File: src/rtl/riscv_pkg.sv
// Shared RV32I definitions for the core front end: widths, opcodes and the
// fetch buffer entry layout.
package riscv_pkg;

  localparam int XLEN = 32;

  localparam logic [6:0] OP_R      = 7'b011_0011;
  localparam logic [6:0] OP_I_ALU  = 7'b001_0011;
  localparam logic [6:0] OP_LOAD   = 7'b000_0011;
  localparam logic [6:0] OP_STORE  = 7'b010_0011;
  localparam logic [6:0] OP_BRANCH = 7'b110_0011;
  localparam logic [6:0] OP_JAL    = 7'b110_1111;

  localparam logic [XLEN-1:0] NOP_INSTR = 32'h0000_0013;

  typedef struct packed {
    logic [XLEN-1:0] instr;
    logic [XLEN-1:0] pc;
  } fetch_entry_t;

  // Byte addresses are forced onto a word boundary before use.
  function automatic logic [XLEN-1:0] word_align(input logic [XLEN-1:0] addr);
    return addr & ~(32'd3);
  endfunction

  function automatic logic [XLEN-1:0] next_word(input logic [XLEN-1:0] addr);
    return addr + 32'd4;
  endfunction

endpackage

File: src/rtl/ifetch_fifo.sv
// Instruction buffer for the fetch stage: DEPTH entries of {instr, pc} with
// flush, occupancy count and simultaneous push/pop.
module ifetch_fifo
  import riscv_pkg::*;
#(
  parameter int DEPTH = 2
) (
  input  logic                   clk,
  input  logic                   reset,
  input  logic                   flush,
  input  logic                   push,
  input  fetch_entry_t           wdata,
  input  logic                   pop,
  output fetch_entry_t           head,
  output logic                   head_valid,
  output logic [$clog2(DEPTH):0] cnt
);

  localparam int AW = $clog2(DEPTH);
  localparam logic [AW:0] FULL_C = (AW + 1)'(DEPTH);
  localparam logic [AW:0] EMPTY_C = (AW + 1)'(0);

  fetch_entry_t    mem_r [DEPTH];
  logic [AW-1:0]   wptr_r;
  logic [AW-1:0]   rptr_r;
  logic [AW:0]     cnt_r;
  logic            do_push_s;
  logic            do_pop_s;

  // A flush wins over both ports; a push into a full buffer is only legal
  // when the head leaves in the same cycle.
  always_comb begin
    do_pop_s  = 1'b0;
    do_push_s = 1'b0;
    if (flush) begin
      do_pop_s  = 1'b0;
      do_push_s = 1'b0;
    end else begin
      do_pop_s  = pop && (cnt_r != EMPTY_C);
      do_push_s = push && ((cnt_r != FULL_C) || do_pop_s);
    end
  end

  // Pointer and occupancy state.
  always_ff @(posedge clk or posedge reset) begin
    if (reset) begin
      wptr_r <= AW'(0);
      rptr_r <= AW'(0);
      cnt_r  <= EMPTY_C;
    end else if (flush) begin
      wptr_r <= AW'(0);
      rptr_r <= AW'(0);
      cnt_r  <= EMPTY_C;
    end else begin
      if (do_push_s) begin
        wptr_r <= wptr_r + AW'(1);
      end
      if (do_pop_s) begin
        rptr_r <= rptr_r + AW'(1);
      end
      case ({do_push_s, do_pop_s})
        2'b10:   cnt_r <= cnt_r + (AW + 1)'(1);
        2'b01:   cnt_r <= cnt_r - (AW + 1)'(1);
        default: cnt_r <= cnt_r;
      endcase
    end
  end

  // Entry storage; contents are only meaningful below the count.
  always_ff @(posedge clk) begin
    if (do_push_s) begin
      mem_r[wptr_r] <= wdata;
    end
  end

  // Empty buffer presents a NOP at address zero.
  always_comb begin
    head_valid = (cnt_r != EMPTY_C);
    if (cnt_r != EMPTY_C) begin
      head = mem_r[rptr_r];
    end else begin
      head = '{instr: NOP_INSTR, pc: {XLEN{1'b0}}};
    end
    cnt = cnt_r;
  end

endmodule

File: src/rtl/ifetch.sv
// Instruction-fetch front end: owns the fetch PC, issues in-order word fetches
// under a credit limit, buffers responses and handles redirects.
module ifetch #(
  parameter int              XLEN     = 32,
  parameter logic [XLEN-1:0] RESET_PC = {XLEN{1'b0}},
  parameter int              DEPTH    = 2
) (
  input  logic            clk,
  input  logic            reset,
  input  logic            PCSrc,
  input  logic [XLEN-1:0] PCTarget,
  output logic            imem_req_valid,
  output logic [XLEN-1:0] imem_req_addr,
  input  logic            imem_req_ready,
  input  logic            imem_rsp_valid,
  input  logic [XLEN-1:0] imem_rsp_data,
  output logic            instr_valid,
  input  logic            instr_ready,
  output logic [XLEN-1:0] instr,
  output logic [XLEN-1:0] pc,
  output logic [XLEN-1:0] pc_plus4,
  output logic [6:0]      op,
  output logic [2:0]      funct3,
  output logic            funct7
);

  import riscv_pkg::*;

  localparam int CW = $clog2(DEPTH) + 1;
  localparam logic [CW-1:0] ZERO_C    = CW'(0);
  localparam logic [CW-1:0] ONE_C     = CW'(1);
  localparam logic [CW:0]   CREDITS_C = (CW + 1)'(DEPTH);

  logic [XLEN-1:0] fpc_r;
  logic [XLEN-1:0] rpc_r;
  logic [CW-1:0]   inflight_r;
  logic [CW-1:0]   drop_r;

  logic [CW-1:0]   cnt_s;
  logic [CW:0]     occ_s;
  logic [XLEN-1:0] target_s;
  logic            accept_s;
  logic            rsp_s;
  logic            keep_s;
  logic            pop_s;
  logic [CW-1:0]   inflight_nx_s;
  fetch_entry_t    head_s;
  fetch_entry_t    push_entry_s;
  logic            head_valid_s;

  // Issue credit, response classification and next in-flight count.
  always_comb begin
    target_s       = word_align(PCTarget);
    occ_s          = {1'b0, inflight_r} + {1'b0, cnt_s};
    imem_req_valid = !PCSrc && (occ_s < CREDITS_C);
    imem_req_addr  = fpc_r;
    accept_s       = imem_req_valid && imem_req_ready;
    // A response with nothing outstanding cannot be ours; ignore it.
    rsp_s          = imem_rsp_valid && (inflight_r != ZERO_C);
    keep_s         = rsp_s && (drop_r == ZERO_C) && !PCSrc;
    pop_s          = head_valid_s && instr_ready && !PCSrc;
    push_entry_s   = '{instr: imem_rsp_data, pc: rpc_r};
    case ({accept_s, rsp_s})
      2'b10:   inflight_nx_s = inflight_r + ONE_C;
      2'b01:   inflight_nx_s = inflight_r - ONE_C;
      default: inflight_nx_s = inflight_r;
    endcase
  end

  // Fetch PC, response PC and outstanding/discard counters.
  always_ff @(posedge clk or posedge reset) begin
    if (reset) begin
      fpc_r      <= RESET_PC;
      rpc_r      <= RESET_PC;
      inflight_r <= ZERO_C;
      drop_r     <= ZERO_C;
    end else begin
      inflight_r <= inflight_nx_s;
      if (PCSrc) begin
        // Everything still outstanding after this cycle is stale.
        fpc_r  <= target_s;
        rpc_r  <= target_s;
        drop_r <= inflight_nx_s;
      end else begin
        if (accept_s) begin
          fpc_r <= next_word(fpc_r);
        end
        if (keep_s) begin
          rpc_r <= next_word(rpc_r);
        end
        if (rsp_s && (drop_r != ZERO_C)) begin
          drop_r <= drop_r - ONE_C;
        end
      end
    end
  end

  ifetch_fifo #(
    .DEPTH (DEPTH)
  ) u_fifo (
    .clk        (clk),
    .reset      (reset),
    .flush      (PCSrc),
    .push       (keep_s),
    .wdata      (push_entry_s),
    .pop        (pop_s),
    .head       (head_s),
    .head_valid (head_valid_s),
    .cnt        (cnt_s)
  );

  // Decode-facing fields come straight from the registered buffer head.
  always_comb begin
    instr_valid = head_valid_s;
    instr       = head_s.instr;
    pc          = head_s.pc;
    pc_plus4    = next_word(head_s.pc);
    op          = head_s.instr[6:0];
    funct3      = head_s.instr[14:12];
    funct7      = head_s.instr[30];
  end

endmodule

File: config.mk
export PLATFORM = sky130hd
export DESIGN_NAME = ifetch
export DESIGN_NICKNAME = d
export VERILOG_FILES = /design/src/rtl/riscv_pkg.sv /design/src/rtl/ifetch_fifo.sv /design/src/rtl/ifetch.sv
export SDC_FILE = /design/constraint.sdc
export NUM_CORES = 1
export LEC_CHECK = 0
export CAP_MARGIN = 20
export CELL_PAD_IN_SITES_DETAIL_PLACEMENT = 0
export CELL_PAD_IN_SITES_GLOBAL_PLACEMENT = 1
export CORE_UTILIZATION = 40
export DETAILED_ROUTE_END_ITERATION = 8
export GPL_ROUTABILITY_DRIVEN = 0
export PLACE_DENSITY_LB_ADDON = 0.1
export SYNTH_ARGS = -nofsm -noshare
export SYNTH_HDL_FRONTEND = slang
export SYNTH_SLANG_ARGS = --single-unit
File: constraint.sdc
create_clock -name clk -period 9.8 [get_ports clk]
set_clock_uncertainty 0.2 [all_clocks]
set_input_delay 1.47 -clock clk [delete_from_list [all_inputs] [get_ports clk]]
set_output_delay 1.47 -clock clk [all_outputs]
set_load 0.02 [all_outputs]
==> metrics <==
flops & latches, synth 192; CP endpoint pc_plus4[30]; R2R Path Start u_fifo.cnt[0]$_DFFE_PP0P_; Post-synth ARST share 0.354; clk_lat worst skew roughly 0.44 ns; Synth Instances 774; FMAX 167 MHz; Distinct cells, synth between 40 and 50; Post-route DRC 0; core box area 22800 sq um; CTS resizes 0; layout cell share with drive strength beyond 1 0.0995; n_diodes 0; GRT Residual Overflow 0; EDFF count, synth 124; Worst-path clk slew 0.07 ns; final hold vios 0; Sink Count 192; CTS Hold Buffers Added 0; H-tree depth 4; P_leak approximately 0.0043 uW; post-CTS setup buffer count 0; Setup violations, final 0; Final period util 0.609; First-pass DRT Iterations 5; Die ar. 24100 sq um; Slew Limit Fails 0; clock power share 0.304; Tot GR Track Use 0.185; outcome finished, final reports clean; CP endpoint kind output pin; leading area contributor after synthesis edfxtp_1; Seq pwr share 0.414; Bufs on Longest Clock Path 2; setup tns final 0 ns; Setup Crit Path Kind reg2out; die width roughly 160 um; RSZ-0062 raised after global routing false; clk root buf clkbuf_16; NetSw 766 uW; first-pass GRT wire length 34400 um; num rows 55; Final min period 5.97 ns; detailed-route wire length per cell 16.9 um; Comb power frac 0.282; IO buf count 202; Least-Margin Pin Slew 0.907 ns; Starting Density 0.411; Die Ht 155 um; type of the worst min-delay path reg2reg; CP Depth 7; slowest stage cell, crit path dfrtp_4; largest fanout on the critical path 48; CP cell instances buf_4, mux2i_1, a211oi_2, nand4_2, nor4_1, xor2_1, clkdlybuf4s50_1; Reg2Reg Capture Point imem_req_addr[18]$_DFFE_PP0P_; PwrDens 203 nW/um^2; Register-to-Register Path Depth 7; largest net degree at the start of global routing 69; r2r setup slk between 6 and 7 ns; Final nets approximately 1.0k; maximum vdd drop 0.110 mV; MaxCap Viol Count 0; Final Util 0.537; sequential area share after synthesis 0.577; DR vias/cell 5.03; initial antenna violation count 0; Post-DRT Antenna Nets 0; most common cell after layout, fill and taps aside clkdlybuf4s50_1; WL final 21700 um; Num CTS Buffers 17; total vias in the final route 6483; Setup WS pre-CTS roughly 4.2 ns; Buffers & Inverters on Critical Path 2; Top delay family on crit path buffers and inverters; Synth warnings 0; sw frac 0.307; ys flop type edfxtp_1; relative slew slack 0.395; Synth top area share 0.396; drt initial violations between 200 and 250; nature of the critical path startpoint flip-flop; PnR worst setup slack 3.83 ns; CP arrival 4.30 ns; hpwl dp 15300 um; IO Count 211; Critical Path RT a little over 8 ns; Avg Inst Size Synth about 12 sq um; Pint between 1500 and 2000 uW; crit path from u_fifo.rptr_r$_DFFE_PP0P_; area growth from synthesis to layout 30.5%; Post-Syn Area approximately 9400 sq um; Largest stage delay, worst path 0.82 ns; top post-synthesis cells by area edfxtp_1 (40%), dfrtp_1 (18%), mux2i_1 (6.7%); most frequent cells in the layout clkdlybuf4s50_1 (202), edfxtp_1 (124), nor2_1 (84); number of global-route vias before repair 6464; CTS tree done
## worst register-to-register path, cell delays in order (launching register included)
cell and delay (ns):
dfrtp_1 0.47, and2_1 0.19, fa_1 0.48, nor4b_1 0.76, nand3_1 0.48, nor4_1 0.41
xor2_1 0.11, mux2_2 0.28
## cells by family (layout without fill, tap and decap cells)
kind of cell	count (synthesis)	in the layout	share of synthesized area
and+or+nand+nor	272	272	0.147
DFF	192	192	0.577
muxes	103	103	0.115
xor gates and xnor gates	88	88	0.0820
buffers and inverters	67	263	0.0390
AOI/OAI and AO/OA	45	45	0.0309
adders and majority gates	6	6	0.00879
other	1	6	0.000399
## registers in the layout, indices dropped and copies added, names as in the netlist
name / flops
u_fifo.mem_r: 124
imem_req_addr: 30
rpc_r: 30
drop_r: 2
inflight_r: 2
u_fifo.cnt: 2
u_fifo.rptr_r: 1
u_fifo.wptr_r: 1
## metal layers
metal | GRT usage | routed length (um)
met2 | 0.296 | 9930
met3 | 0.0393 | 1120
met4 | 0.0490 | 211
met1 | 0.254 | 10500
met5 | 0 | 0
## final cells by class
class,count,area [sq um]
repair buffers,210,2080
clock inverters,13,206
inverters,21,78.8
fillers,1992,10600
well taps,313,392
flip-flops and latches,192,5430
multi-input cells,520,3640
clock buffers,19,433
## how the worst min path moves through the flow
stage,start,end,depth (start not counted)
5_1_grt,rpc_r[18]$_DFFE_PP0N_,u_fifo.mem_r[1][18]$_DFFE_PP_,0
3_3_place_gp,rpc_r[18]$_DFFE_PP0N_,u_fifo.mem_r[0][18]$_DFFE_PP_,0
4_1_cts,rpc_r[18]$_DFFE_PP0N_,u_fifo.mem_r[0][18]$_DFFE_PP_,0
3_5_place_dp,rpc_r[18]$_DFFE_PP0N_,u_fifo.mem_r[1][18]$_DFFE_PP_,0
2_1_floorplan,rpc_r[18]$_DFFE_PP0N_,u_fifo.mem_r[0][18]$_DFFE_PP_,0
6_report,rpc_r[18]$_DFFE_PP0N_,u_fifo.mem_r[1][18]$_DFFE_PP_,0
## stage by stage
stage	area, sq um	hold WS, ns	power, uW	std cells
2_1_floorplan	9420	0.242	1470	779
5_1_grt	12300	0.289	2610	1288
6_report	12300	0.279	2490	1288
3_3_place_gp	11600	0.258	1740	1256
3_5_place_dp	11600	0.261	1760	1256
4_1_cts	12300	0.277	2520	1288
## cell usage after synthesis, types with 11 or more instances
| cell | instances |
|---|---|
| nor2_1 | 85 |
| nor4_1 | 21 |
| edfxtp_1 | 124 |
| o21ai_0 | 11 |
| mux2i_1 | 63 |
| nand3_1 | 33 |
| mux2_2 | 40 |
| inv_1 | 20 |
| nor3_1 | 25 |
| nand2_1 | 44 |
| clkbuf_1 | 14 |
| buf_4 | 20 |
| xnor2_1 | 40 |
| nand4_1 | 14 |
| a21oi_1 | 15 |
| xor2_1 | 48 |
| dfrtp_1 | 68 |
## power groups by stage
stage / Sequential, uW / Clock, uW / Combinational (uW)
global route: 1040 / 807 / 762
finish: 1030 / 757 / 702
global placement: 1040 / 0 / 699
floorplan: 1040 / 0 / 428
CTS: 1030 / 771 / 712
detailed placement: 1050 / 0 / 708
No activity file was read; power rests on OpenSTA's default activity.
